[src/rtl/hazard_pkg.sv]
`default_nettype none
// ============================================================================
// Module      : hazard_pkg
// Description : Shared types and constants for the pipeline hazard controller.
// Revision    : 1.0 - initial release
// ============================================================================
package hazard_pkg;

    typedef logic [0:0] state_t;

    localparam state_t     c_ST_RUN     = 1'b0;
    localparam state_t     c_ST_BUSY    = 1'b1;

    localparam logic [4:0] c_REG_ZERO   = 5'd0;

    localparam int         c_MC_LAT_MIN = 2;
    localparam int         c_MC_LAT_MAX = 15;
    localparam int         c_CNT_W      = 4;

    function automatic bit mc_lat_ok(input int lat);
        return (lat >= c_MC_LAT_MIN) && (lat <= c_MC_LAT_MAX);
    endfunction

endpackage
`default_nettype wire

[src/rtl/hazard_mc_timer.sv]
`default_nettype none
// ============================================================================
// Module      : hazard_mc_timer
// Description : RUN/BUSY sequencer that freezes the front end while a
//               multi-cycle EX operation completes.
// Revision    : 1.0 - initial release
// ============================================================================
module hazard_mc_timer
    import hazard_pkg::*;
#(
    parameter int MC_LAT = 4
) (
    input  logic clk,
    input  logic rst,
    input  logic start,
    output logic busy_lock,
    output logic busy
);

    localparam logic [c_CNT_W-1:0] c_CNT_LOAD = c_CNT_W'(MC_LAT - 1);
    localparam logic [c_CNT_W-1:0] c_CNT_ONE  = c_CNT_W'(1);

    state_t             r_state;
    state_t             w_state_nxt;
    logic [c_CNT_W-1:0] r_cnt;
    logic [c_CNT_W-1:0] w_cnt_nxt;

    if (!mc_lat_ok(MC_LAT)) begin : g_lat_check
        $error("hazard_mc_timer: MC_LAT must lie in 2..15");
    end

    always_ff @(posedge clk) begin
        if (!rst) begin
            r_state <= c_ST_RUN;
            r_cnt   <= '0;
        end else begin
            r_state <= w_state_nxt;
            r_cnt   <= w_cnt_nxt;
        end
    end

    // The start cycle itself is locked by the caller, so BUSY covers MC_LAT-1 cycles.
    always_comb begin
        w_state_nxt = r_state;
        w_cnt_nxt   = r_cnt;
        case (r_state)
            c_ST_RUN: begin
                if (start) begin
                    w_state_nxt = c_ST_BUSY;
                    w_cnt_nxt   = c_CNT_LOAD;
                end
            end
            c_ST_BUSY: begin
                if (r_cnt > c_CNT_ONE) begin
                    w_cnt_nxt = r_cnt - c_CNT_ONE;
                end else begin
                    w_state_nxt = c_ST_RUN;
                    w_cnt_nxt   = '0;
                end
            end
            default: begin
                w_state_nxt = c_ST_RUN;
                w_cnt_nxt   = '0;
            end
        endcase
    end

    always_comb begin
        busy      = (r_state == c_ST_BUSY);
        busy_lock = (r_state == c_ST_BUSY) && (r_cnt > c_CNT_ONE);
    end

endmodule
`default_nettype wire

[src/rtl/hazard_unit.sv]
`default_nettype none
// ============================================================================
// Module      : hazard_unit
// Description : Pipeline hazard controller producing stage lock/flush
//               controls plus saturating stall/flush performance counters.
// Revision    : 1.0 - initial release
// ============================================================================
module hazard_unit
    import hazard_pkg::*;
#(
    parameter int MC_LAT = 4,
    parameter int PERF_W = 16
) (
    input  logic              clk,
    input  logic              rst,
    input  logic [4:0]        id_rs,
    input  logic [4:0]        id_rt,
    input  logic              id_uses_rt,
    input  logic              id_jump,
    input  logic              ex_mem_read,
    input  logic [4:0]        ex_rt,
    input  logic              ex_branch_taken,
    input  logic              ex_mc_start,
    input  logic              perf_clr,
    output logic              pc_lock,
    output logic              ifid_lock,
    output logic              ifid_flush,
    output logic              idex_lock,
    output logic              idex_flush,
    output logic              exmem_flush,
    output logic              mc_busy,
    output logic [PERF_W-1:0] stall_cnt,
    output logic [PERF_W-1:0] flush_cnt
);

    localparam logic [PERF_W-1:0] c_PERF_MAX = '1;

    logic              w_busy;
    logic              w_busy_lock;
    logic              w_run;
    logic              w_branch;
    logic              w_mc_start;
    logic              w_rt_match;
    logic              w_load_use;
    logic              w_jump;
    logic              w_mc_lock;
    logic [PERF_W-1:0] r_stall_cnt;
    logic [PERF_W-1:0] r_flush_cnt;

    hazard_mc_timer #(
        .MC_LAT    (MC_LAT)
    ) u_mc_timer (
        .clk       (clk),
        .rst       (rst),
        .start     (w_mc_start),
        .busy_lock (w_busy_lock),
        .busy      (w_busy)
    );

    // Priority decode: branch > multi-cycle start > load-use > jump, RUN only.
    always_comb begin
        w_run      = rst && !w_busy;
        w_branch   = w_run && ex_branch_taken;
        w_mc_start = w_run && !ex_branch_taken && ex_mc_start;
        w_rt_match = (ex_rt == id_rs) || (id_uses_rt && (ex_rt == id_rt));
        w_load_use = w_run && !ex_branch_taken && !ex_mc_start && ex_mem_read
                     && (ex_rt != c_REG_ZERO) && w_rt_match;
        w_jump     = w_run && !ex_branch_taken && !ex_mc_start && !w_load_use && id_jump;
        w_mc_lock  = w_mc_start || (rst && w_busy_lock);
    end

    assign pc_lock     = w_mc_lock || w_load_use;
    assign ifid_lock   = w_mc_lock || w_load_use;
    assign ifid_flush  = w_branch || w_jump;
    assign idex_lock   = w_mc_lock;
    assign idex_flush  = w_branch || w_load_use;
    assign exmem_flush = w_mc_lock;
    assign mc_busy     = w_busy;

    always_ff @(posedge clk) begin
        if (!rst || perf_clr) begin
            r_stall_cnt <= '0;
            r_flush_cnt <= '0;
        end else begin
            if (pc_lock && (r_stall_cnt != c_PERF_MAX)) begin
                r_stall_cnt <= r_stall_cnt + 1'b1;
            end
            if (ifid_flush && (r_flush_cnt != c_PERF_MAX)) begin
                r_flush_cnt <= r_flush_cnt + 1'b1;
            end
        end
    end

    assign stall_cnt = r_stall_cnt;
    assign flush_cnt = r_flush_cnt;

endmodule
`default_nettype wire

[config.mk]
export PLATFORM = sky130hd
export DESIGN_NAME = hazard_unit
export DESIGN_NICKNAME = d
export VERILOG_FILES = /design/src/rtl/hazard_pkg.sv /design/src/rtl/hazard_mc_timer.sv /design/src/rtl/hazard_unit.sv
export SDC_FILE = /design/constraint.sdc
export NUM_CORES = 1
export LEC_CHECK = 0
export ABC_AREA = 1
export ABC_CLOCK_PERIOD_IN_PS = 3200
export CAP_MARGIN = 20
export CORE_MARGIN = 2
export CORE_UTILIZATION = 45
export DETAILED_ROUTE_END_ITERATION = 10
export GPL_TIMING_DRIVEN = 0
export PLACE_DENSITY = 0.75
export SLEW_MARGIN = 30
export SYNTH_ARGS = -nofsm -noshare
export SYNTH_HDL_FRONTEND = slang
export SYNTH_SLANG_ARGS = --single-unit
[constraint.sdc]
create_clock -name clk -period 3.2 [get_ports clk]
set_input_delay 0.8 -clock clk [delete_from_list [all_inputs] [get_ports clk]]
set_output_delay 0.8 -clock clk [all_outputs]
set_load 0.02 [all_outputs]
==> out/qor.log <==
[outcome] status complete, no violations
[pwr] internal power of the cells 781 uW
[pwr] proportion of total power due to net switching 24.4%
[clocking] H-Tree Level Count 2
[synth] Syn Inst Count 362
[hold_path] hold crit path type reg -> reg
[synth] synthesized net count 389
[cells_and_area] filler cell count in the final layout 503
[grt] largest net degree at the start of global routing 13
[sta] slew at the pin closest to its max-slew limit 669 ps
[sta] maximum frequency from static timing analysis 329 MHz
[grt] vias in the first global route 2,269
[clocking] Num CTS Buffers 5
[critical_path] longest individual stage delay on the worst path 470 ps
[sta] count of pins over their slew limit 0
[synth] sequential element share of the synthesized area 30.7%
[sta] final worst path period need 3040 ps
[grt] global-route usage over all layers 19.7%
[route] via count of the routed design 2,477
[critical_path] Crit. path cell count 12
[clocking] TritonCTS clock tree done
[critical_path] Worst EP required 2400 ps
[sta] total count of hold-check failures in the final report 0
[clocking] root buffer cell sky130_fd_sc_hd__clkbuf_8
[place] post-placement cell area 3110 sq um
[synth] Synth cell types 30
[cells_and_area] Antenna Cells 0
[route] violation count after the first detailed-route iteration 114
[cells_and_area] combined area of the multi-input logic cells 1440 sq um
[grt] GRT Residual Overflow 0
[route] routed wire length 5690 um
[place] final HPWL from detailed placement 4360 um
[synth] post-synthesis area per instance 6.66 sq um
[cells_and_area] cell area after layout 3280 sq um
[cells_and_area] most frequent standard cell in the layout excluding fill and tap cells sky130_fd_sc_hd__nand2_1
[critical_path] capture point of the worst reg-to-reg path flush_cnt[2]
[critical_path] Register-to-Register Setup Slack 1150 ps
[clocking] clk_lat worst skew 300 ps
[clocking] number of buffers inserted for hold repair after clock tree synthesis 0
[critical_path] worst-path maximum fanout 10
[pwr] sequential group share of total power 45.5%
[grt] number of antenna violations at the first check in global routing 0
[pwr] net switching component of the power 252 uW
[cells_and_area] proportion of layout cells with a drive suffix above 1 15.0%
[synth] Yosys warnings 0
[critical_path] CP startpoint kind primary input
[sta] RSZ-0062 raised after global routing no
[pwr] cell leakage power 1.32 nW
[die] Die X-Extent 77.2 um
[clocking] Clk pin slew, worst setup/hold paths 80 ps
[synth] number of flip-flops and latches in the synthesized netlist 37
[route] average detailed-routed wire length per instance 11.3 um
[route] vias per cell 4.91
[place] number of port buffers 61
[route] post-route ant nets 0
[die] Die Area 5960 sq um
[die] initial core utilization 46.9%
[pwr] clock network fraction of total power 41.5%
[synth] combined area of all synthesized cells 2410 sq um
[sta] count of final setup violators 0
[critical_path] number of buffer and inverter instances along the worst setup path 4
[flow_run] count of max-cap constraint violations 0
[route] count of unresolved DRC violations after routing 0
[critical_path] Critical path origin id_rt[3]
[critical_path] family of cells with the greatest summed delay on the critical path buffers and inverters
[critical_path] Setup crit end ifid_flush
[pwr] power consumption 1.03 mW
[critical_path] Top cell by count, worst path sky130_fd_sc_hd__nand2_1
[die] overall die height 77.2 um
[die] standard-cell row count 26
[cells_and_area] Final Net Count 460
[cells_and_area] top library cells by usage in the layout, fill and taps aside 90 x sky130_fd_sc_hd__nand2_1, 49 x sky130_fd_sc_hd__clkdlybuf4s50_1, 41 x sky130_fd_sc_hd__inv_1
[pwr] Peak supply drop 0.000223 V
[cells_and_area] Syn-to-layout area delta 36.3%
[die] number of ports placed on the die boundary 62
[clocking] clock sink count 37
[critical_path] Crit-path slowest cell sky130_fd_sc_hd__clkdlybuf4s50_1
[pwr] combinational fraction of design power 13.0%
[pwr] areal power density over the cells 314 nW/um^2
[critical_path] Crit path arrival time 2240 ps
[critical_path] cells along the critical path clkdlybuf4s50_1, inv_1, nand2_1, nand2_1, nor2_1, nand3_1, nand2_1, nand2_2, nand2_1, nand2_2, buf_6, buf_2
[sta] share of the clock period used by the worst path 95.0%
[route] first drt pass iteration count 7
[clocking] Max Root-Sink Buffers 2
[grt] wire length of the first global-routing pass 9740 um
[critical_path] R2R Path Start flush_cnt[0]
[place] placer's final routability congestion estimate 0.906
[cells_and_area] sequential cell area in the final layout 741 sq um
[critical_path] worst setup path class in -> out
[sta] post-route clock skew 8.25 ps
[critical_path] R2R depth 11
[die] area of the core 5140 sq um
[critical_path] capturing element type of the critical path output port
[sta] Rel. slew slack 55.4%
## worst register-to-register path, stage by stage, from the launching register on
cell and delay (ps):
sky130_fd_sc_hd__dfxtp_1 440, sky130_fd_sc_hd__ha_1 220, sky130_fd_sc_hd__nand3_1 140, sky130_fd_sc_hd__nor2_1 120
sky130_fd_sc_hd__nand2_1 110, sky130_fd_sc_hd__nor2_1 110, sky130_fd_sc_hd__nand2_1 100, sky130_fd_sc_hd__nor2_4 140
sky130_fd_sc_hd__inv_2 70, sky130_fd_sc_hd__clkbuf_1 240, sky130_fd_sc_hd__nand3_1 150, sky130_fd_sc_hd__a21oi_1 70
## cell usage after synthesis, drive strengths merged
master  number  area share (%)
inv         46             7.2
nor4         1            0.26
clkbuf       3            0.47
nand4        8             2.3
dfxtp       37              31
nor3        11             3.0
xor2        17             6.2
a31oi        1            0.26
ha           4             2.1
nand3       29             6.0
nand2      107              18
a21oi       32             8.2
o21ai        7             1.5
nor3b        2            0.62
nor2        43             7.6
xnor2        7             2.5
buf          7             2.6
## through the flow
stage	hold WS (ps)	instances	setup slack, ps	utilization, %	setup TNS [ps]
after global placement	480	493	-474	60.5	-1930
final	499	504	159	63.9	0
after floorplan	456	362	725	-	0
after detailed placement	486	493	-503	60.5	-2000
after CTS	504	502	-32.7	63.2	-59.0
after global routing	532	504	8.45	63.9	0
## worst min-delay path by stage
stage / depth (start not counted) / start / end
global route: 2 / flush_cnt[15] / flush_cnt[15]
floorplan: 2 / u_mc_timer.r_cnt[0] / u_mc_timer.r_cnt[0]
CTS: 2 / u_mc_timer.r_cnt[0] / u_mc_timer.r_cnt[0]
finish: 2 / u_mc_timer.r_cnt[0] / u_mc_timer.r_cnt[0]
detailed placement: 2 / u_mc_timer.r_cnt[0] / u_mc_timer.r_cnt[0]
global placement: 2 / u_mc_timer.r_cnt[0] / u_mc_timer.r_cnt[0]
## cells by family (layout without fill, tap and decap cells)
kind of cell / Yosys count / count (layout) / share of synthesized area (%)
AOI/OAI and AO/OA: 40 / 40 / 9.92
xor gates and xnor gates: 24 / 24 / 8.72
adders and majority gates: 4 / 4 / 2.08
buffers and inverters: 56 / 128 / 10.3
DFF: 37 / 37 / 30.7
and+or+nand+nor: 201 / 201 / 38.3
## routing by layer
metal  vias up  part of all wire (%)  global-route usage [%]
li1       1293                     -                       -
met1      1118                    44                    24.0
met2        60                    49                    33.7
met3         6                   5.7                    4.24
met4         0                   1.0                    7.68
met5         -                     0                       0
## sequential cells by signal, summed over array words and instances (netlist names)
signal	count
u_mc_timer.busy	1
stall_cnt	16
u_mc_timer.r_cnt	4
flush_cnt	16
## power groups by stage
stage          clock network [mW]  registers (mW)  logic (mW)
6_report                    0.428           0.470       0.134
5_1_grt                     0.460           0.470       0.150
4_1_cts                     0.432           0.469       0.133
3_5_place_dp                    0           0.480       0.132
3_3_place_gp                    0           0.480       0.130
2_1_floorplan                   0           0.481      0.0734
## area by class of cell
type | instances | share of cell area, %
inverter | 46 | 5.26
buffer | 10 | 2.48
sequential | 37 | 22.6
multi-input combinational | 269 | 43.8
timing repair buffer | 64 | 19.6
clock inverter | 2 | 1.14
tap | 70 | 2.67
clock buffer | 6 | 2.51
## what timing repair did
action / CTS / global route
resized for setup: 17 / 12
setup endpoints to repair: 6 / 5
pin swaps: 0 / 2
setup buffers: 1 / 2
cloned: 0 / 0
(Power assumes the default switching activity.)
